===== src/rtl/ps2_defs.sv =====
// Shared PS/2 definitions: host-transmit state encoding, frame geometry and
// 7 MHz default timing constants (frame constants also used by the keyboard decoder).
package ps2_defs;

  localparam logic [2:0] ST_IDLE    = 3'd0;
  localparam logic [2:0] ST_INHIBIT = 3'd1;
  localparam logic [2:0] ST_REQUEST = 3'd2;
  localparam logic [2:0] ST_DATA    = 3'd3;
  localparam logic [2:0] ST_PARITY  = 3'd4;
  localparam logic [2:0] ST_STOP    = 3'd5;
  localparam logic [2:0] ST_ACK     = 3'd6;
  localparam logic [2:0] ST_RELEASE = 3'd7;

  localparam int FRAME_EDGES       = 11;
  localparam int DATA_BITS         = 8;
  localparam int INHIBIT_CYCLES_7M = 700;
  localparam int TIMEOUT_CYCLES_7M = 105000;

  // Odd parity bit: 1 when the byte holds an even number of ones.
  function automatic logic odd_parity(input logic [7:0] b);
    return ~^b;
  endfunction

endpackage


===== src/rtl/ps2_line_filter.sv =====
// Synchronizes one raw PS/2 line, majority-filters three samples and flags
// filtered 1->0 transitions.
module ps2_line_filter (
  input  logic clk,
  input  logic rst_n,
  input  logic line_i,
  output logic level_o,
  output logic fall_o
);

  logic [1:0] sync_q;
  logic [2:0] samp_q;
  logic       filt_q;
  logic       fall_q;
  logic       maj;

  assign maj = (samp_q[0] & samp_q[1]) | (samp_q[0] & samp_q[2]) | (samp_q[1] & samp_q[2]);

  // Everything resets to the idle (high) bus level so reset never fakes an edge.
  always_ff @(posedge clk or negedge rst_n) begin
    if (!rst_n) begin
      sync_q <= 2'b11;
      samp_q <= 3'b111;
      filt_q <= 1'b1;
      fall_q <= 1'b0;
    end else begin
      sync_q <= {sync_q[0], line_i};
      samp_q <= {samp_q[1:0], sync_q[1]};
      filt_q <= maj;
      fall_q <= filt_q & ~maj;
    end
  end

  assign level_o = filt_q;
  assign fall_o  = fall_q;

endmodule


===== src/rtl/ps2_host_tx.sv =====
// PS/2 host-to-device byte transmitter: inhibit, request-to-send, clock out
// data/parity/stop on device clock falling edges, then check the device ACK.
module ps2_host_tx
  import ps2_defs::*;
#(
  parameter int INHIBIT_CYCLES = INHIBIT_CYCLES_7M,
  parameter int TIMEOUT_CYCLES = TIMEOUT_CYCLES_7M
) (
  input  logic       clk,
  input  logic       rst_n,
  input  logic [7:0] tx_data,
  input  logic       tx_start,
  input  logic       ps2clk_in,
  input  logic       ps2data_in,
  output logic       ps2clk_oe,
  output logic       ps2data_oe,
  output logic       busy,
  output logic       done,
  output logic       error
);

  localparam int INH_W  = $clog2(INHIBIT_CYCLES + 1);
  localparam int TO_RAW = $clog2(TIMEOUT_CYCLES + 1);
  localparam int TO_W   = (TO_RAW > 17) ? TO_RAW : 17;

  localparam logic [INH_W-1:0] INH_LAST  = INH_W'(INHIBIT_CYCLES - 1);
  localparam logic [TO_W-1:0]  TO_LAST   = TO_W'(TIMEOUT_CYCLES - 1);
  localparam logic [3:0]       LAST_DATA = 4'(DATA_BITS - 1);

  logic             clk_lvl, clk_fall;
  logic             dat_lvl, dat_fall_unused;

  logic [2:0]       state_q, state_d;
  logic [INH_W-1:0] inh_q, inh_d;
  logic [TO_W-1:0]  to_q, to_d;
  logic [3:0]       edge_q, edge_d;
  logic [7:0]       shift_q, shift_d;
  logic             par_q, par_d;
  logic             drive_q, drive_d;
  logic             done_q, done_d;
  logic             err_q, err_d;
  logic             in_wait;

  ps2_line_filter u_clk_filt (
    .clk     (clk),
    .rst_n   (rst_n),
    .line_i  (ps2clk_in),
    .level_o (clk_lvl),
    .fall_o  (clk_fall)
  );

  ps2_line_filter u_dat_filt (
    .clk     (clk),
    .rst_n   (rst_n),
    .line_i  (ps2data_in),
    .level_o (dat_lvl),
    .fall_o  (dat_fall_unused)
  );

  assign in_wait = (state_q != ST_IDLE) && (state_q != ST_INHIBIT);

  always_comb begin
    state_d = state_q;
    inh_d   = inh_q;
    to_d    = to_q;
    edge_d  = edge_q;
    shift_d = shift_q;
    par_d   = par_q;
    drive_d = drive_q;
    done_d  = 1'b0;
    err_d   = 1'b0;

    if (in_wait) to_d = clk_fall ? '0 : to_q + 1'b1;

    case (state_q)
      ST_IDLE: begin
        if (tx_start) begin
          shift_d = tx_data;
          par_d   = odd_parity(tx_data);
          inh_d   = '0;
          state_d = ST_INHIBIT;
        end
      end
      ST_INHIBIT: begin
        inh_d = inh_q + 1'b1;
        if (inh_q == INH_LAST) begin
          to_d    = '0;
          edge_d  = '0;
          drive_d = 1'b1;
          state_d = ST_REQUEST;
        end
      end
      ST_REQUEST, ST_DATA: begin
        if (clk_fall) begin
          edge_d  = edge_q + 4'd1;
          drive_d = ~shift_q[0];
          shift_d = shift_q >> 1;
          if (state_q == ST_REQUEST) state_d = ST_DATA;
          else if (edge_q == LAST_DATA) state_d = ST_PARITY;
        end
      end
      ST_PARITY: begin
        if (clk_fall) begin
          edge_d  = edge_q + 4'd1;
          drive_d = ~par_q;
          state_d = ST_STOP;
        end
      end
      ST_STOP: begin
        if (clk_fall) begin
          edge_d  = edge_q + 4'd1;
          drive_d = 1'b0;
          state_d = ST_ACK;
        end
      end
      ST_ACK: begin
        if (clk_fall) begin
          edge_d = edge_q + 4'd1;
          if (!dat_lvl) begin
            state_d = ST_RELEASE;
          end else begin
            err_d   = 1'b1;
            state_d = ST_IDLE;
          end
        end
      end
      ST_RELEASE: begin
        if (clk_lvl && dat_lvl) begin
          done_d  = 1'b1;
          state_d = ST_IDLE;
        end
      end
      default: state_d = ST_IDLE;
    endcase

    // A stalled device abandons the transfer; this overrides any other outcome.
    if (in_wait && !clk_fall && (to_q == TO_LAST)) begin
      err_d   = 1'b1;
      done_d  = 1'b0;
      drive_d = 1'b0;
      state_d = ST_IDLE;
    end
  end

  always_ff @(posedge clk or negedge rst_n) begin
    if (!rst_n) begin
      state_q <= ST_IDLE;
      inh_q   <= '0;
      to_q    <= '0;
      edge_q  <= '0;
      shift_q <= '0;
      par_q   <= 1'b0;
      drive_q <= 1'b0;
      done_q  <= 1'b0;
      err_q   <= 1'b0;
    end else begin
      state_q <= state_d;
      inh_q   <= inh_d;
      to_q    <= to_d;
      edge_q  <= edge_d;
      shift_q <= shift_d;
      par_q   <= par_d;
      drive_q <= drive_d;
      done_q  <= done_d;
      err_q   <= err_d;
    end
  end

  // Start bit goes out in the final inhibit cycle, ahead of the clock release.
  assign ps2clk_oe  = (state_q == ST_INHIBIT);
  assign ps2data_oe = (state_q == ST_INHIBIT) ? (inh_q == INH_LAST) : drive_q;
  assign busy       = (state_q != ST_IDLE);
  assign done       = done_q;
  assign error      = err_q;

endmodule


===== config.mk =====
export PLATFORM = sky130hd
export DESIGN_NAME = ps2_host_tx
export DESIGN_NICKNAME = d
export VERILOG_FILES = /design/src/rtl/ps2_defs.sv /design/src/rtl/ps2_line_filter.sv /design/src/rtl/ps2_host_tx.sv
export SDC_FILE = /design/constraint.sdc
export NUM_CORES = 1
export LEC_CHECK = 0
export CAP_MARGIN = 0
export CORE_UTILIZATION = 59
export CTS_CLUSTER_SIZE = 24
export DETAILED_ROUTE_END_ITERATION = 10
export PLACE_DENSITY = 0.79
export SLEW_MARGIN = 40
export SYNTH_ARGS = -nofsm -noshare
export SYNTH_HDL_FRONTEND = slang
export SYNTH_SLANG_ARGS = --single-unit

===== constraint.sdc =====
create_clock -name clk -period 2.7 [get_ports clk]
set_clock_uncertainty 0.1 [all_clocks]
set_input_delay 0.54 -clock clk [delete_from_list [all_inputs] [get_ports clk]]
set_output_delay 0.54 -clock clk [all_outputs]
set_load 0.05 [all_outputs]

==> results of run 1 <==
[kinds of logic after synthesis]
| kind of cell | Yosys count | share of synthesized area [%] |
|---|---|---|
| DFF | 59 | 48.7 |
| AOI/OAI and AO/OA | 78 | 15.5 |
| buffers and inverters | 21 | 2.86 |
| muxes | 8 | 2.61 |
| adders and majority gates | 9 | 3.51 |
| xor gates and xnor gates | 14 | 4.00 |
| and+or+nand+nor | 138 | 22.8 |
[final timing paths]
check                      slack, ps            startpoint  cells past startpoint              endpoint
setup / recovery                 150            state_q[1]                      3                  busy
hold reg to reg                  260  u_dat_filt.sync_q[1]                      0  u_dat_filt.samp_q[0]
max in group asynchronous       1720                 rst_n                      2    u_clk_filt.level_o
hold / removal                   120                 rst_n                      1              inh_q[6]
setup reg to reg                 410            state_q[1]                      8            state_q[0]
min in group clk                 260  u_dat_filt.sync_q[1]                      0  u_dat_filt.samp_q[0]
[worst max-delay path: stages (launching register included)]
cell	delay [ps]
dfrtp_1	490
nor3_1	280
inv_1	90
clkdlybuf4s50_1	710
[power by group through the flow]
| stage | clock network [W] | registers [W] | logic [W] |
|---|---|---|---|
| global placement | 0 | 0.000927 | 0.0000833 |
| floorplan | 0 | 0.000924 | 0.0000381 |
| finish | 0.000811 | 0.000911 | 0.0000827 |
| global route | 0.000861 | 0.000912 | 0.0000939 |
| detailed placement | 0 | 0.000927 | 0.0000844 |
| CTS | 0.000826 | 0.000911 | 0.0000846 |
[sequential cells by signal, indices dropped and copies added, names as in the netlist]
signal              count
to_q                   17
inh_q                  10
shift_q                 8
edge_q                  4
state_q                 3
u_clk_filt.samp_q       3
u_dat_filt.samp_q       3
u_clk_filt.sync_q       2
u_dat_filt.sync_q       2
done                    1
drive_q                 1
error                   1
par_q                   1
u_clk_filt.fall_o       1
u_clk_filt.level_o      1
u_dat_filt.level_o      1
[cells in the final DEF (no fill, tap or decap), types with 8 or more instances in the layout]
cell,instances
nand3_1,11
clkbuf_8,10
clkdlybuf4s50_1,14
mux2i_1,8
nor2_1,37
dfstp_2,12
buf_4,14
nand4_1,8
dfrtp_1,47
nand2_1,39
o21ai_0,31
a21oi_1,24
nor3_1,8
[per-layer routing]
metal | up-vias | part of all wire (%) | global-route usage [%]
met4 | 0 | 1.9 | 12.4
li1 | 1219 | - | -
met5 | - | 0 | 0
met1 | 1185 | 45 | 31.7
met3 | 8 | 3.4 | 7.32
met2 | 50 | 50 | 41.5
[through the flow]
step	instance area [sq um]	hold slack, ps	setup WS (ps)	utilization [%]	total power (W)
after floorplan	3060	144	302	-	0.000962
after global placement	3360	245	439	69.2	0.00101
after detailed placement	3360	247	384	69.2	0.00101
after CTS	3560	137	126	73.4	0.00182
after global routing	3560	172	91.7	73.4	0.00187
final	3560	122	152	73.4	0.00181
[area by class of cell]
type / instances / area (sq um)
clock buffers: 10 / 138
clock inverters: 6 / 63.8
fillers: 359 / 1290
inverters: 7 / 26.3
multi-input cells: 247 / 1480
flip-flops and latches: 59 / 1490
well taps: 67 / 83.8
repair buffers: 30 / 270
==> summary.md, run 1 <==
| Metric | Value |
|---|---|
| Outcome | `finished, final reports clean` |
| Placed cells | `410` |
| Initial antenna violation count | `0` |
| Worst hold path type | `input port to async pin` |
| Switching Share | `22.8%` |
| Share of layout cells above drive strength 1 | `15.3%` |
| Clock transition at the registers of the reported paths | `70 ps` |
| Syn Inst Count | `327` |
| Final setup fails | `0` |
| Routed wire length | `6.11 mm` |
| Fin nets | `374` |
| Final Wtd Congestion | `0.791` |
| Syn Nets | `347` |
| First-pass DRT Iterations | `4` |
| Post-synth top area share | `38.4%` |
| GRT Total Usage | `25.6%` |
| Internal Pwr Total | `0.00139 W` |
| Post-synthesis sequential area ratio | `48.7%` |
| Synth area leaders | `dfrtp_1 (38%), dfstp_2 (10%), o21ai_0 (5.1%), nand2_1 (4.8%), nor2_1 (4.5%)` |
| I/O pins | `18` |
| Cts bufs inserted | `9` |
| CP Max Fanout | `9` |
| Die Y | `74.1 um` |
| Area leader, netlist | `dfrtp_1` |
| Syn Std Cell Area | `3060 sq um` |
| Row cnt | `25` |
| Most common library cells after synthesis | `dfrtp_1 (47), nand2_1 (39), nor2_1 (37)` |
| Initial DRC Count | `128` |
| Total die area | `5480 sq um` |
| Final Hold Violating Endpoints | `0` |
| Period utilization | `94.4%` |
| Hold Buf Count CTS | `0` |
| Synth cell types | `49` |
| Worst Setup End Kind | `output pin` |
| Async S/R FF share, synth | `100%` |
| Post CTS Setup Buffer Count | `0` |
| WL/cell | `14.3 um` |
| Critical Path Start Type | `register` |
| Synth Register Bits | `59` |
| Synth Flop Type | `dfrtp_1` |
| Antenna Cells | `0` |
| Max-slew violations | `0` |
| Largest net degree at the start of global routing | `32` |
| Most common cell in the netlist | `dfrtp_1` |
| Fin cells | `426` |
| Htree depth | `3` |
| Maximum clock rate | `392 MHz` |
| P_leak | `1.49 nW` |
| Synth warnings | `0` |
| Tightest Pin Transition | `648 ps` |
| Minimum clock period | `2550 ps` |
| CTS tree | `yes` |
| Max clock buf depth | `2` |
| P_sw | `0.000411 W` |
| CTS root buf | `clkbuf_8` |
| Vias per cell | `5.78` |
| First-pass GRT wire length | `10.4 mm` |
| Setup Crit Path Kind | `register to output pin` |
| Peak VDD IR | `0.000349 V` |
| Max-slew headroom | `56.8%` |
| Overflow after GRT | `0` |
| CP arrival | `1910 ps` |
| Vias in the first global route | `2358` |
| Syn avg cell area | `9.37 sq um` |
| Die width | `74.1 um` |
| Max Cap Viol | `0` |
| CTS Sinks | `59` |
| Power per Cell Area | `508 nW/um^2` |
| DP Wirelength | `4.31 mm` |
| Starting Density | `63.2%` |
| Sequential power share | `50.5%` |
| Setup TNS | `0 ps` |
| Cts repair resizes | `0` |
| RSZ-0062 raised after global routing | `false` |
| Core box area | `4850 sq um` |
| Worst-Skew Late Latency | `340 ps` |
| Clock share of power | `44.9%` |
| DR vias | `2462` |
| Routed Antenna Nets | `0` |
| P&R area growth vs syn | `16.1%` |
| DRC Markers | `0` |
| Combinational group share of total power | `4.6%` |
| CP required | `2060 ps` |
| Number of synthesized flops with an enable pin | `0` |
| Port Buffer Count | `17` |
No activity file was read; power rests on OpenSTA's default activity.
==> run 2, diff against run 1 <==
ABC_AREA = 0   (was default)
CORE_UTILIZATION = 45   (was 59)
PLACE_DENSITY = 0.63   (was 0.79)
==> summary.md, run 2 (synthesized netlist as in run 1, its figures left out) <==
| Metric | Value |
|---|---|
| CP required | `2060 ps (about the same)` |
| R2r startpoint | `state_q[1] (unchanged)` |
| Critical path cell sequence | `ha_1, nand2b_4, o41ai_4, o21a_1, buf_4 (was nor3_1, inv_1, clkdlybuf4s50_1)` |
| I/O pins | `18 (unchanged)` |
| Post CTS Setup Buffer Count | `0 (unchanged)` |
| Worst hold path type | `input port to async pin (unchanged)` |
| Fin cells | `437 (was 426)` |
| Setup TNS | `0 ps (unchanged)` |
| Vias per cell | `5.59 (was 5.78)` |
| Biggest register | `to_q (unchanged)` |
| RR Endpoint | `state_q[0] (unchanged)` |
| First-pass GRT wire length | `11.2 mm (was 10.4 mm)` |
| Pre-CTS setup slack | `317 ps (was 384 ps)` |
| P&R area growth vs syn | `18.1% (was 16.1%)` |
| CP Max Fanout | `5 (was 9)` |
| Antenna Cells | `0 (unchanged)` |
| Critical Path Start Type | `register (unchanged)` |
| Routed wire length | `6.26 mm (was 6.11 mm)` |
| Cts repair resizes | `0 (unchanged)` |
| Core box area | `6460 sq um (was 4850 sq um)` |
| Htree depth | `3 (unchanged)` |
| DP Wirelength | `4.36 mm (was 4.31 mm)` |
| Tightest Pin Transition | `621 ps (was 648 ps)` |
| Max clock buf depth | `2 (unchanged)` |
| Initial DRC Count | `138 (was 128)` |
| Routed Antenna Nets | `0 (unchanged)` |
| Largest net degree at the start of global routing | `34 (was 32)` |
| First-pass DRT Iterations | `4 (unchanged)` |
| Final instance area | `3620 sq um (was 3560 sq um)` |
| CP arrival | `1890 ps (was 1910 ps)` |
| Placed cells | `421 (was 410)` |
| Max-slew headroom | `58.6% (was 56.8%)` |
| CTS Sinks | `59 (unchanged)` |
| Max Cap Viol | `0 (unchanged)` |
| Max-slew violations | `0 (unchanged)` |
| Vias in the first global route | `2419 (was 2358)` |
| Initial antenna violation count | `0 (unchanged)` |
| FF-to-FF setup slack | `410 ps (about the same)` |
| Final Hold Violating Endpoints | `0 (unchanged)` |
| Top flop regs | `to_q (17), inh_q (10), shift_q (8) (unchanged)` |
| Die Y | `84.5 um (was 74.1 um)` |
| Die width | `84.5 um (was 74.1 um)` |
| Peak VDD IR | `0.000350 V (was 0.000349 V)` |
| Hold Buf Count CTS | `0 (unchanged)` |
| Maximum clock rate | `395 MHz (was 392 MHz)` |
| Final setup fails | `0 (unchanged)` |
| Slowest cell on crit path | `dfrtp_1 (was clkdlybuf4s50_1)` |
| Final Wtd Congestion | `0.812 (was 0.791)` |
| Commonest non-fill, non-tap cell in the layout | `dfrtp_1 (unchanged)` |
| Setup Crit Path Kind | `register to output pin (unchanged)` |
| P_leak | `1.51 nW (was 1.49 nW)` |
| Cts bufs inserted | `9 (unchanged)` |
| Row cnt | `29 (was 25)` |
| Most frequent cells in the layout | `dfrtp_1 (47), nand2_1 (39), nor2_1 (37) (unchanged)` |
| Minimum clock period | `2530 ps (was 2550 ps)` |
| GRT Total Usage | `20.1% (was 25.6%)` |
| Post-DP Area | `3390 sq um (was 3360 sq um)` |
| RSZ-0062 raised after global routing | `false (unchanged)` |
| Crit. Startpoint | `inh_q[0] (was state_q[1])` |
| Total die area | `7140 sq um (was 5480 sq um)` |
| Port Buffer Count | `17 (unchanged)` |
| WL/cell | `14.3 um (about the same)` |
| CTS tree | `yes (unchanged)` |
| Worst Setup End Kind | `output pin (unchanged)` |
| Fin nets | `375 (was 374)` |
| DR vias | `2443 (was 2462)` |
| Overflow after GRT | `0 (unchanged)` |
| DRC Markers | `0 (unchanged)` |
| Final WS setup | `167 ps (was 152 ps)` |
| CTS root buf | `clkbuf_8 (unchanged)` |
| Largest register FFs | `17 (unchanged)` |
| Starting Density | `47.4% (was 63.2%)` |
| Power per Cell Area | `529 nW/um^2 (was 508 nW/um^2)` |
| Period utilization | `93.8% (was 94.4%)` |
| Clock transition at the registers of the reported paths | `70 ps (about the same)` |
| Worst reg-to-reg path cell count | `9 (was 8)` |
| Outcome | `finished, final reports clean (unchanged)` |
| Worst-Skew Late Latency | `340 ps (about the same)` |
| CP endpoint | `ps2data_oe (was busy)` |
| Worst stage delay on the critical path | `420 ps (was 710 ps)` |
| Share of layout cells above drive strength 1 | `15.3% (about the same)` |
-- run 2: final cells by class --
cell class / instances / area [sq um]
Sequential cell: 59 / 1490
Clock inverter: 4 / 72.6
Multi-Input combinational cell: 247 / 1480
Clock buffer: 12 / 155
Tap cell: 77 / 96.3
Inverter: 7 / 26.3
Timing Repair Buffer: 31 / 293
Fill cell: 591 / 2840
-- run 2: routing by layer --
| layer | global-route usage [%] | vias up | wire, um |
|---|---|---|---|
| li1 | - | 1219 | - |
| met1 | 26.0 | 1170 | 2920 |
| met2 | 32.2 | 45 | 3010 |
| met3 | 5.01 | 9 | 222 |
| met4 | 8.94 | 0 | 105 |
| met5 | 0 | - | 0 |
-- run 2: per-stage QoR --
stage,hold slack (ps),utilization (%),power (W)
global route,136,56.0,0.00199
CTS,123,56.0,0.00194
finish,114,56.0,0.00192
floorplan,144,-,0.000962
detailed placement,248,52.5,0.00101
global placement,245,52.5,0.00101
-- run 2: how the worst min path moves through the flow --
stage,start,end
after global placement,u_dat_filt.sync_q[1],u_dat_filt.samp_q[0]
after CTS,rst_n,done
final,rst_n,done
after global routing,rst_n,done
after detailed placement,u_dat_filt.sync_q[1],u_dat_filt.samp_q[0]
after floorplan,rst_n,done
-- run 2: critical path: cells and delay by family, from the launching register on --
kind / cells / cell delay (ps)
AO/OA/AOI/OAI: 2 / 570
flip-flops: 1 / 420
adder cells (fa/ha/maj): 1 / 280
buffers and inverters: 1 / 190
AND/OR/NAND/NOR: 1 / 90
-- run 2: where the power goes --
part,switching (W),internal [W],total [W]
Combinational,0.0000442,0.0000402,0.0000844
Sequential,0.00000740,0.000904,0.000911
Clock,0.000351,0.000569,0.000920
==> run 3, diff against run 2 <==
ABC_AREA = default   (was 0)
==> results of run 3 <==
Same layout as run 2: the final DEF is identical, and so are final timing and power.
